### src/rtl/round_controller.sv
`default_nettype none
// ============================================================================
//  Module      : round_controller
//  Description : Match/round sequencer. Watches both players' health, decides
//                KO or time-up, counts round wins and steps through the
//                intro / fight / KO / match-over phases on the frame tick.
//  Revision    : 1.0 - initial release
// ============================================================================
module round_controller #(
    parameter int INTRO_FRAMES   = 120,
    parameter int KO_FRAMES      = 90,
    parameter int FRAMES_PER_SEC = 60,
    parameter int ROUND_TIME     = 60,
    parameter int ROUNDS_TO_WIN  = 2
) (
    input  logic       clk,
    input  logic       reset,
    input  logic       frame_tick,
    input  logic       start,
    input  logic [3:0] player1_health,
    input  logic [3:0] player2_health,
    output logic       round_reset,
    output logic       fight_enable,
    output logic [2:0] game_state,
    output logic [6:0] round_timer,
    output logic [1:0] p1_wins,
    output logic [1:0] p2_wins,
    output logic [1:0] round_winner,
    output logic [1:0] match_winner
);

    // Phase encoding doubles as the game_state output value.
    localparam logic [2:0] c_IDLE       = 3'd0;
    localparam logic [2:0] c_INTRO      = 3'd1;
    localparam logic [2:0] c_FIGHT      = 3'd2;
    localparam logic [2:0] c_KO         = 3'd3;
    localparam logic [2:0] c_TIMEUP     = 3'd4;
    localparam logic [2:0] c_MATCH_OVER = 3'd5;

    localparam logic [1:0] c_WIN_NONE = 2'b00;
    localparam logic [1:0] c_WIN_P1   = 2'b01;
    localparam logic [1:0] c_WIN_P2   = 2'b10;
    localparam logic [1:0] c_WIN_DRAW = 2'b11;

    // One down-counter serves both the intro and the KO/time-up hold.
    localparam int c_FRAME_MAX = (INTRO_FRAMES > KO_FRAMES) ? INTRO_FRAMES : KO_FRAMES;
    localparam int c_FRAME_W   = $clog2(c_FRAME_MAX + 1);
    localparam int c_SUB_W     = (FRAMES_PER_SEC > 1) ? $clog2(FRAMES_PER_SEC) : 1;

    localparam logic [c_FRAME_W-1:0] c_INTRO_LOAD = c_FRAME_W'(INTRO_FRAMES);
    localparam logic [c_FRAME_W-1:0] c_KO_LOAD    = c_FRAME_W'(KO_FRAMES);
    localparam logic [c_FRAME_W-1:0] c_FRAME_ONE  = c_FRAME_W'(1);
    localparam logic [c_SUB_W-1:0]   c_SUB_LAST   = c_SUB_W'(FRAMES_PER_SEC - 1);
    localparam logic [6:0]           c_TIME_LOAD  = 7'(ROUND_TIME);
    localparam logic [1:0]           c_WINS_GOAL  = 2'(ROUNDS_TO_WIN);

    logic [2:0]           r_state;
    logic [c_FRAME_W-1:0] r_frame_cnt;
    logic [c_SUB_W-1:0]   r_sub_cnt;
    logic                 r_round_reset;
    logic                 r_fight_enable;
    logic [6:0]           r_round_timer;
    logic [1:0]           r_p1_wins;
    logic [1:0]           r_p2_wins;
    logic [1:0]           r_round_winner;
    logic [1:0]           r_match_winner;

    logic                 w_p1_down;
    logic                 w_p2_down;
    logic                 w_any_down;
    logic                 w_sec_wrap;
    logic                 w_time_expire;
    logic                 w_phase_done;
    logic [1:0]           w_p1_wins_inc;
    logic [1:0]           w_p2_wins_inc;

    // Round-decision helpers evaluated from the current inputs and counters.
    always_comb begin
        w_p1_down     = (player1_health == 4'd0);
        w_p2_down     = (player2_health == 4'd0);
        w_any_down    = w_p1_down | w_p2_down;
        w_sec_wrap    = frame_tick && (r_sub_cnt == c_SUB_LAST);
        // A zero timer also counts as expiring so the timer can never wrap.
        w_time_expire = w_sec_wrap && (r_round_timer <= 7'd1);
        w_phase_done  = frame_tick && (r_frame_cnt <= c_FRAME_ONE);
        w_p1_wins_inc = (r_p1_wins == 2'd3) ? 2'd3 : r_p1_wins + 2'd1;
        w_p2_wins_inc = (r_p2_wins == 2'd3) ? 2'd3 : r_p2_wins + 2'd1;
    end

    // Phase sequencer with all outputs registered alongside the state.
    always_ff @(posedge clk) begin
        if (reset) begin
            r_state        <= c_IDLE;
            r_frame_cnt    <= '0;
            r_sub_cnt      <= '0;
            r_round_reset  <= 1'b0;
            r_fight_enable <= 1'b0;
            r_round_timer  <= 7'd0;
            r_p1_wins      <= 2'd0;
            r_p2_wins      <= 2'd0;
            r_round_winner <= c_WIN_NONE;
            r_match_winner <= c_WIN_NONE;
        end else begin
            r_round_reset <= 1'b0;
            case (r_state)
                c_IDLE, c_MATCH_OVER: begin
                    if (start) begin
                        r_round_reset  <= 1'b1;
                        r_p1_wins      <= 2'd0;
                        r_p2_wins      <= 2'd0;
                        r_round_winner <= c_WIN_NONE;
                        r_match_winner <= c_WIN_NONE;
                        r_round_timer  <= c_TIME_LOAD;
                        r_frame_cnt    <= c_INTRO_LOAD;
                        r_state        <= c_INTRO;
                    end
                end

                c_INTRO: begin
                    r_sub_cnt <= '0;
                    if (w_phase_done) begin
                        r_frame_cnt    <= '0;
                        r_fight_enable <= 1'b1;
                        r_state        <= c_FIGHT;
                    end else if (frame_tick) begin
                        r_frame_cnt <= r_frame_cnt - c_FRAME_ONE;
                    end
                end

                c_FIGHT: begin
                    if (w_any_down) begin
                        // KO wins over a coincident time-up; the timer freezes.
                        r_state        <= c_KO;
                        r_fight_enable <= 1'b0;
                        r_frame_cnt    <= c_KO_LOAD;
                        if (w_p1_down && w_p2_down) begin
                            r_round_winner <= c_WIN_DRAW;
                        end else if (w_p2_down) begin
                            r_round_winner <= c_WIN_P1;
                            r_p1_wins      <= w_p1_wins_inc;
                        end else begin
                            r_round_winner <= c_WIN_P2;
                            r_p2_wins      <= w_p2_wins_inc;
                        end
                    end else if (w_time_expire) begin
                        r_state        <= c_TIMEUP;
                        r_fight_enable <= 1'b0;
                        r_frame_cnt    <= c_KO_LOAD;
                        r_sub_cnt      <= '0;
                        r_round_timer  <= 7'd0;
                        if (player1_health > player2_health) begin
                            r_round_winner <= c_WIN_P1;
                            r_p1_wins      <= w_p1_wins_inc;
                        end else if (player2_health > player1_health) begin
                            r_round_winner <= c_WIN_P2;
                            r_p2_wins      <= w_p2_wins_inc;
                        end else begin
                            r_round_winner <= c_WIN_DRAW;
                        end
                    end else if (w_sec_wrap) begin
                        r_sub_cnt     <= '0;
                        r_round_timer <= r_round_timer - 7'd1;
                    end else if (frame_tick) begin
                        r_sub_cnt <= r_sub_cnt + c_SUB_W'(1);
                    end
                end

                c_KO, c_TIMEUP: begin
                    if (w_phase_done) begin
                        r_frame_cnt <= '0;
                        if ((r_p1_wins == c_WINS_GOAL) || (r_p2_wins == c_WINS_GOAL)) begin
                            r_state        <= c_MATCH_OVER;
                            r_match_winner <= (r_p1_wins == c_WINS_GOAL) ? c_WIN_P1 : c_WIN_P2;
                        end else begin
                            r_round_reset  <= 1'b1;
                            r_round_winner <= c_WIN_NONE;
                            r_round_timer  <= c_TIME_LOAD;
                            r_frame_cnt    <= c_INTRO_LOAD;
                            r_state        <= c_INTRO;
                        end
                    end else if (frame_tick) begin
                        r_frame_cnt <= r_frame_cnt - c_FRAME_ONE;
                    end
                end

                default: begin
                    r_state        <= c_IDLE;
                    r_fight_enable <= 1'b0;
                end
            endcase
        end
    end

    assign round_reset  = r_round_reset;
    assign fight_enable = r_fight_enable;
    assign game_state   = r_state;
    assign round_timer  = r_round_timer;
    assign p1_wins      = r_p1_wins;
    assign p2_wins      = r_p2_wins;
    assign round_winner = r_round_winner;
    assign match_winner = r_match_winner;

endmodule
`default_nettype wire

### config.mk
export PLATFORM = sky130hd
export DESIGN_NAME = round_controller
export DESIGN_NICKNAME = d
export VERILOG_FILES = /design/src/rtl/round_controller.sv
export SDC_FILE = /design/constraint.sdc
export NUM_CORES = 1
export LEC_CHECK = 0
export CAP_MARGIN = 20
export CORE_MARGIN = 4
export CORE_UTILIZATION = 50
export CTS_CLUSTER_DIAMETER = 50
export DETAILED_ROUTE_END_ITERATION = 6
export PLACE_DENSITY = 0.75
export REMOVE_ABC_BUFFERS = 1
export SYNTH_ARGS = -nofsm -noshare
export SYNTH_HDL_FRONTEND = slang
export SYNTH_SLANG_ARGS = --single-unit
### constraint.sdc
create_clock -name clk -period 3.3 [get_ports clk]
set_input_delay 0.66 -clock clk [delete_from_list [all_inputs] [get_ports clk]]
set_output_delay 0.66 -clock clk [all_outputs]
set_load 0.005 [all_outputs]
# Word level (Yosys, flattened, before mapping)
# Index checks and enable logic that the tools add are counted.
[word_totals] reg_bits=33 in_bits=12 out_inout_bits=20 elab_cells=135
[op_classes] addsub=5 n_lt_le_gt_ge=4 eq_ne=25 mux=64 n_bitwise=2 n_reduce_logical=25
[ops] op="two-way mux 7 bit" n=13
[ops] op="two-way mux 2 bit" n=24
[ops] op="one-hot mux 7 bit (4 select lines)" n=1
[ops] op="two-way mux 6 bit" n=4
[ops] op="inequality test 3 bit, second input constant" n=8
[ops] op="one-hot mux 7 bit (3 select lines)" n=1
[ops] op="two-way mux 3 bit" n=6
[ops] op="<= comparator 7 x 1 -> 1 bit, second input constant" n=2
[ops] op="subtractor 7 x 1 -> 7 bit, second input constant" n=2
[ops] op="inequality test 2 bit, second input constant" n=6
[ops] op="one-hot mux 2 bit (2 select lines)" n=3
[ops] op="one-hot mux 3 bit (4 select lines)" n=1
[ops] op="one-hot mux 6 bit (2 select lines)" n=1
[ops] op="AND reduction 6 bit" n=2
[ops] op="AND reduction 3 bit" n=3
[ops] op="== test 2 bit, second input constant" n=4
[ops] op="> comparator 4 bit" n=2
[ops] op="zero test 4 bit" n=2
[ops] op="AND reduction 4 bit" n=2
[ops] op="two-way mux 1 bit" n=7
[ops] op="AND reduction 7 bit" n=1
[ops] op="adder 6 x 1 -> 6 bit, second input constant" n=1
[ops] op="== test 3 x 2 -> 1 bit, second input constant" n=2
[ops] op="== test 3 bit, second input constant" n=2
[ops] op="other kinds (18)" n=25

# Longest topological paths before layout
# Gate-level depths: netlist of run 1.
[logic_depth] word_depth=7 ltp_mapped=10 mapped_depth_nobuf=8

# Worst setup path after synthesis of run 1
# Ideal clock, no wire load.
[synth_timing] path_kind="input to register" startpoint="input port player2_health[0]" endpoint="register r_round_timer[2], in the netlist round_timer[2]" setup_time_ns=0.132 t_arrival_ns=2.180 t_required_ns=3.168 path_slack_ns=0.988 cell_stages=8 path_buffers=2 cell_sequence="or4_1 -> clkbuf_1 -> nand2_1 -> a221oi_1 -> o211ai_4 -> clkbuf_1 -> o21bai_1 -> a21oi_1"
[synth_via] elab_chain_cells=4
[synth_lines] element="start: declaration" line="21" source="input logic [3:0] player2_health,"
[synth_lines] element="zero test 4 bit" line="80" source="w_p2_down = (player2_health == 4'd0);"
[synth_lines] element="OR 1 bit" line="81" source="w_any_down = w_p1_down | w_p2_down;"
[synth_lines] element="inequality test 2 bit (no source line)"
[synth_lines] element="AND reduction 6 bit (no source line)"
[synth_lines] element="end signal: assignment" line="113" source="r_round_timer <= c_TIME_LOAD;"
[synth_lines] element="end signal: assignment" line="162" source="r_round_timer <= r_round_timer - 7'd1;"
[synth_lines] element="end signal: assignment" line="177" source="r_round_timer <= c_TIME_LOAD;"
[synth_lines] element="end: declaration" line="62" source="logic [6:0] r_round_timer;"
# Every way passes these cells.
# A chain may end at the register's enable or synchronous reset.

# Worst setup path after layout of run 1
[layout_timing] startpoint="input port frame_tick" endpoint="register r_round_timer[6], in the netlist round_timer[6]"
[layout_via] elab_chain_cells=5 elab_cells_between_ends=9 cone_classes="eq/ne (2); mux (3); reduce/logical (4)"
[layout_lines] element="start: declaration" line="18" source="input logic frame_tick,"
[layout_lines] element="logical AND 1 bit" line="82" source="w_sec_wrap = frame_tick && (r_sub_cnt == c_SUB_LAST);"
[layout_lines] element="logical AND 1 bit" line="84" source="w_time_expire = w_sec_wrap && (r_round_timer <= 7'd1);"
[layout_lines] element="two-way mux 7 bit" line="145" source="end else if (w_time_expire) begin"
[layout_lines] element="two-way mux 7 bit" line="131" source="if (w_any_down) begin"
[layout_lines] element="one-hot mux 7 bit (3 select lines)" line="105" source="case (r_state)"
# Several ways; a longest one is shown, not always the timed one. The select of a mux whose other input is x is not followed.

==> impl_metrics.csv, run 1 <==
group,metric,value,unit
logic_synthesis,ys_ff_latch,33,
floorplan,core_area,4029,µm²
logic_synthesis,synth_warnings,0,
run,drv_cap,0,
final_layout,finalNetCount,324,
clocking,clk_pin_slew,0.07,ns
timing,post-route-period-util,0.7963,
floorplan,pin_count,32,
drt,drc,0,
drt,wl_per_cell,13.92,µm
grt,grt_util_all_layers,0.1928,
timing,maxSlewViolCount,0,
timing,skew,0.003273,ns
clocking,cts_buffers,5,
setup_path,max_stage_delay,0.53,ns
setup_path,r2r-start,"r_frame_cnt[2]",
floorplan,rows,23,
timing,tightest_slew,0.6224,ns
drt,vias_per_cell,5.788,
logic_synthesis,syn_inst,273,
setup_path,path_cells,"clkdlybuf4s50_1 > nand2b_1 > or3b_1 > a21oi_4 > o211ai_4 > or4_1 > a21oi_1",
setup_path,cp.arrival,2.85,ns
setup_path,crit_fanout,14,
final_layout,fin_util,0.6351,
floorplan,die-area,5317,µm²
placement,place.gp.congestion,0.8940,
final_layout,areaGrowthSynthToFinish,21.44,%
setup_path,crit_type,"primary input to register",
pwr,p_per_area,691.4,nW/µm²
placement,place_ws,0.3799,ns
hold_path,hp-start,"match_winner[1]",
grt,grt_antenna_before_repair,0,
grt,first_global_vias,1823,
grt,grt_pass1_wl,8121,µm
clocking,clock_latency,0.29,ns
clocking,cts_hold_buf,0,
timing,slew-limit-headroom,0.5812,
final_layout,final_cell_mix,"dfxtp_1 (33), nor2_1 (32), clkdlybuf4s50_1 (31)",
pwr,ir_worst_vdd,0.0002921,V
setup_path,endpoint_kind,"register",
drt,num_vias,2043,
setup_path,reg2regPathDepth,6,
setup_path,crit_slowest_cell,"or4_1",
drt,drt-total-wl,4913,µm
floorplan,initial_utilization,0.5230,
pwr,leakagePower,0.9455,nW
setup_path,startpoint,"frame_tick",
placement,port_buffers,31,
logic_synthesis,ys_types,50,
hold_path,holdPathStages,2,
timing,fmax,380.5,MHz
timing,hold_viol_final,0,
timing,setup_viol,0,
logic_synthesis,ys_seq_area_frac,0.3135,
floorplan,die_h,72.92,µm
floorplan,die_width,72.92,µm
grt,grt_max_degree,31,
placement,hpwl,3571,µm
clocking,root_buffer,"clkbuf_8",
drt,ant_nets,0,
timing,rsz0062_at_grt,"no",
drt,first_pass_iters,4,
outcome,outcome,"finished, final reports clean",
timing,fin_tns_setup,0,ns
logic_synthesis,async_flop_share,0,
grt,grt_overflow,0,
setup_path,timing.rr.end,"round_timer[6]",
clocking,cts_tree,"done",
clocking,post_cts_buffers,0,
clocking,clk_path_buf_depth,2,
hold_path,hold_class,"register to register",
logic_synthesis,synth_edf_count,0,
setup_path,crit_required,3.52,ns
clocking,cts_resized,0,
logic_synthesis,synth-main-ff-cell,"dfxtp_1",
timing,whs,0.4677,ns
timing,fin_crit,2.628,ns
setup_path,critPathLaunchType,"primary input",
setup_path,r2r_setup_slack,0.83,ns
clocking,cts-htree-levels,2,
logic_synthesis,synth_area,2107,µm²
final_layout,drive_above_1_share,0.07261,
final_layout,final_common_cell,"dfxtp_1",
clocking,cts.sinks,33,
logic_synthesis,avgSynthCellArea,7.718,µm²
drt,drt-initial-drc-count,147,
final_layout,diodes,0,
hold_path,min_to,"match_winner[1]",
timing,layout_setup_ws,0.6721,ns
[critical path: cells and delay by family]
kind | cells | cell delay, ns
compound gates | 3 | 0.57
buf+inv | 1 | 0.48
simple gates | 3 | 1.15
[flip-flops by register name, summed over array words and instances (netlist names)]
signal        count
game_state        3
match_winner      2
p2_wins           2
r_sub_cnt         6
r_frame_cnt       7
round_timer       7
round_reset       1
round_winner      2
p1_wins           2
fight_enable      1
[cells by family (layout without fill, tap and decap cells)]
logic type / after synthesis / count (layout) / synth area share
DFF: 33 / 33 / 0.3135
muxes: 1 / 1 / 0.004751
buffers and inverters: 22 / 52 / 0.04335
adders and majority gates: 9 / 9 / 0.05345
AOI/OAI and AO/OA: 74 / 74 / 0.2334
xor gates and xnor gates: 8 / 8 / 0.03325
and+or+nand+nor: 126 / 126 / 0.3183
[worst max path at each step]
stage | end | cells after the start
3_5_place_dp | round_timer[6] | 7
4_1_cts | round_timer[6] | 7
6_report | round_timer[6] | 7
2_1_floorplan | round_timer[6] | 6
3_3_place_gp | round_timer[6] | 7
5_1_grt | r_frame_cnt[1] | 7
[layout make-up]
cell class / instances / area, µm²
fill: 373 / 1470
multi-input combinational: 218 / 1355
sequential: 33 / 660.6
timing repair buffer: 36 / 360.3
clock buffer: 7 / 86.33
tap: 50 / 62.56
inverter: 9 / 33.78
[stage by stage]
stage	power [mW]	cells	cell area [µm²]
floorplan	1.197	260	2049
global placement	1.444	346	2472
detailed placement	1.461	346	2472
CTS	1.773	353	2559
global route	1.919	353	2559
finish	1.769	353	2559
[metal layers]
| layer | share of wire | up-vias | wire length (µm) | track usage |
|---|---|---|---|---|
| met2 | 0.46 | 34 | 2269 | 0.3046 |
| met4 | 0.029 | 0 | 142 | 0.09631 |
| met3 | 0.034 | 14 | 169 | 0.03444 |
| li1 | - | 1043 | - | - |
| met5 | 0 | - | 0 | 0 |
| met1 | 0.47 | 952 | 2331 | 0.2517 |
[synthesized netlist by cell type, types with 2 or more instances]
master | number | area (µm²)
dfxtp_1 | 33 | 660.6
nor2_1 | 32 | 120.1
nand2_1 | 26 | 97.59
a21oi_1 | 25 | 125.1
o21ai_0 | 16 | 80.08
clkbuf_1 | 11 | 41.29
nand2b_1 | 10 | 62.56
ha_1 | 9 | 112.6
inv_1 | 9 | 33.78
nor3_1 | 9 | 45.04
nor2b_1 | 8 | 50.05
nand3_1 | 6 | 30.03
nor3b_1 | 5 | 37.54
a311oi_1 | 4 | 35.03
a31oi_1 | 4 | 25.02
o211ai_1 | 4 | 30.03
or2_2 | 4 | 25.02
or3_1 | 4 | 25.02
xnor2_1 | 4 | 35.03
xor2_1 | 4 | 35.03
a211oi_1 | 3 | 22.52
a21o_1 | 3 | 22.52
and4_1 | 3 | 26.28
nand4_1 | 3 | 18.77
nor4_1 | 3 | 18.77
o21bai_1 | 3 | 22.52
or4_1 | 3 | 22.52
o32ai_1 | 2 | 17.52
or3b_2 | 2 | 17.52
[where the power goes]
group / internal (mW) / leakage (nW) / switching, mW
logic: 0.397 / 0.631 / 0.444
registers: 0.488 / 0.270 / 0.129
clock network: 0.165 / 0.0443 / 0.146
total: 1.05 / 0.946 / 0.719
No activity file was read; power rests on OpenSTA's default activity.
==> inputs of run 2 (changes only) <==
- CORE_UTILIZATION: 50 -> 49
- PLACE_DENSITY: 0.75 -> 0.76
- clock period: 3.3 -> 2.4 ns (I/O delays scaled with it)
==> run 2 against run 1 <==
- sequential share of layout area down 2.2 points
- clock power up 51%
- register-to-register slack worse by 0.77 ns
- combinational power up 70%
- largest cell class unchanged
- first-iteration DRC count up 27%
- largest power group unchanged
- critical endpoint unchanged
- count of clock-buffer cells in the layout unchanged
- critical path depth unchanged
- via count up 7.1%
- cell count up 8.8%
==> impl_metrics.csv, run 2 (synthesis gave the netlist of run 1 again) <==
group,metric,value,unit
final_layout,final_cell_mix,"buf_4 (35), dfxtp_1 (33), nor2_1 (31), clkdlybuf4s50_1 (31), nand2_1 (26)",
clocking,clk_path_buf_depth,2,
floorplan,rows,23,
setup_path,critPathLaunchType,"register",
hold_path,hold_class,"register to register",
grt,grt_max_degree,20,
placement,place_area,2685,µm²
setup_path,endpoint_kind,"register",
clocking,cts-htree-levels,2,
final_layout,finalNetCount,354,
drt,ant_nets,0,
timing,tightest_slew,0.4973,ns
drt,wl_per_cell,14.51,µm
drt,first_pass_iters,4,
setup_path,crit_required,2.62,ns
floorplan,initial_utilization,0.5156,
clocking,root_buffer,"clkbuf_8",
pwr,ir_worst_vdd,0.0004943,V
floorplan,die-area,5413,µm²
timing,skew,0.005605,ns
clocking,clk_pin_slew,0.07,ns
placement,place.gp.congestion,0.8789,
clocking,clock_latency,0.29,ns
pwr,leakagePower,1.099,nW
setup_path,crit_type,"register to register",
floorplan,die_h,73.58,µm
drt,top_layer,"met4",
timing,rsz0062_at_grt,"no",
grt,grt_pass1_wl,9473,µm
grt,grt_antenna_before_repair,0,
timing,fmax,427.3,MHz
grt,grt_overflow,0,
timing,setup_viol,0,
clocking,cts_buffers,5,
timing,whs,0.4552,ns
placement,port_buffers,31,
drt,num_vias,2189,
timing,post-route-period-util,0.9750,
timing,hold_viol_final,0,
final_layout,final_area,2798,µm²
setup_path,crit_fanout,6,
pwr,p_per_area,979.7,nW/µm²
drt,met3WireLength,315,µm
final_layout,diodes,0,
final_layout,drive_above_1_share,0.1707,
clocking,cts_tree,"done",
drt,drt-initial-drc-count,186,
timing,slew-limit-headroom,0.6685,
floorplan,pin_count,32,
clocking,cts.sinks,33,
timing,fin_crit,2.340,ns
placement,hpwl,4250,µm
outcome,outcome,"finished, final reports clean",
floorplan,core_area,4086,µm²
final_layout,fin_util,0.6846,
grt,first_global_vias,2106,
final_layout,areaGrowthSynthToFinish,32.78,%
timing,maxSlewViolCount,0,
final_layout,final_common_cell,"buf_4",
setup_path,cp.arrival,2.56,ns
grt,grt_util_all_layers,0.2233,
run,drv_cap,0,
drt,vias_per_cell,5.701,
floorplan,die_width,73.58,µm
drt,dr_wl_met2,2603,µm
drt,met1_length,2556,µm
drt,drt-total-wl,5570,µm
drt,drc,0,
==> run 2: changes by cell type in the layout (fill, tap and decap cells not counted), sizes merged <==
cell,delta
clkinv,+1
buf,+30
==> run 2: layout make-up <==
| type | instances | area (µm²) |
|---|---|---|
| inverter | 9 | 33.78 |
| clock buffer | 7 | 96.34 |
| timing repair buffer | 66 | 573.1 |
| tap | 50 | 62.56 |
| fill | 352 | 1289 |
| multi-input combinational | 218 | 1366 |
| clock inverter | 1 | 5.005 |
| sequential | 33 | 660.6 |
==> run 2: worst paths after layout <==
kind | from | end | slack, ns | depth (start not counted)
worst max-delay path | r_frame_cnt[0] | round_timer[6] | 0.06 | 7
worst min-delay path | match_winner[1] | match_winner[1] | 0.46 | 2
worst max register to register | r_frame_cnt[0] | round_timer[6] | 0.06 | 7
worst min register to register | match_winner[1] | match_winner[1] | 0.46 | 2
==> run 2: power breakdown <==
part	switching, mW	leakage [nW]	internal, mW
Sequential	0.170	0.270	0.672
Combinational	0.689	0.775	0.740
Clock	0.210	0.0542	0.259
==> run 2: per-layer routing <==
layer | track usage | vias to the layer above
li1 | - | 1105
met1 | 0.2996 | 998
met5 | 0 | -
met3 | 0.03146 | 12
met4 | 0.08451 | 0
met2 | 0.3612 | 74
==> run 2: worst max-delay path, stage by stage (launching register included) <==
cell and delay (ns):
dfxtp_1 0.42, ha_1 0.17, o21ba_2 0.17, or3b_4 0.45
a21oi_4 0.21, o211ai_4 0.11, or4_1 0.54, a21oi_1 0.19
==> run 2: what timing repair did <==
item,in CTS,in global routing
resized for setup,1,2
endpoints found under the setup margin,1,3
buffers inserted,0,0
hold buffers,0,0
==> run 2: per-stage QoR <==
stage / TNS, ns / instances / setup WS, ns / total power [mW]
after floorplan: 0 / 260 / 0.1902 / 1.646
after global placement: -1.732 / 376 / -0.1917 / 2.223
after detailed placement: -2.706 / 376 / -0.2347 / 2.251
after CTS: 0 / 384 / 0.02648 / 2.734
after global routing: 0 / 384 / 0.004934 / 2.962
final: 0 / 384 / 0.05989 / 2.741
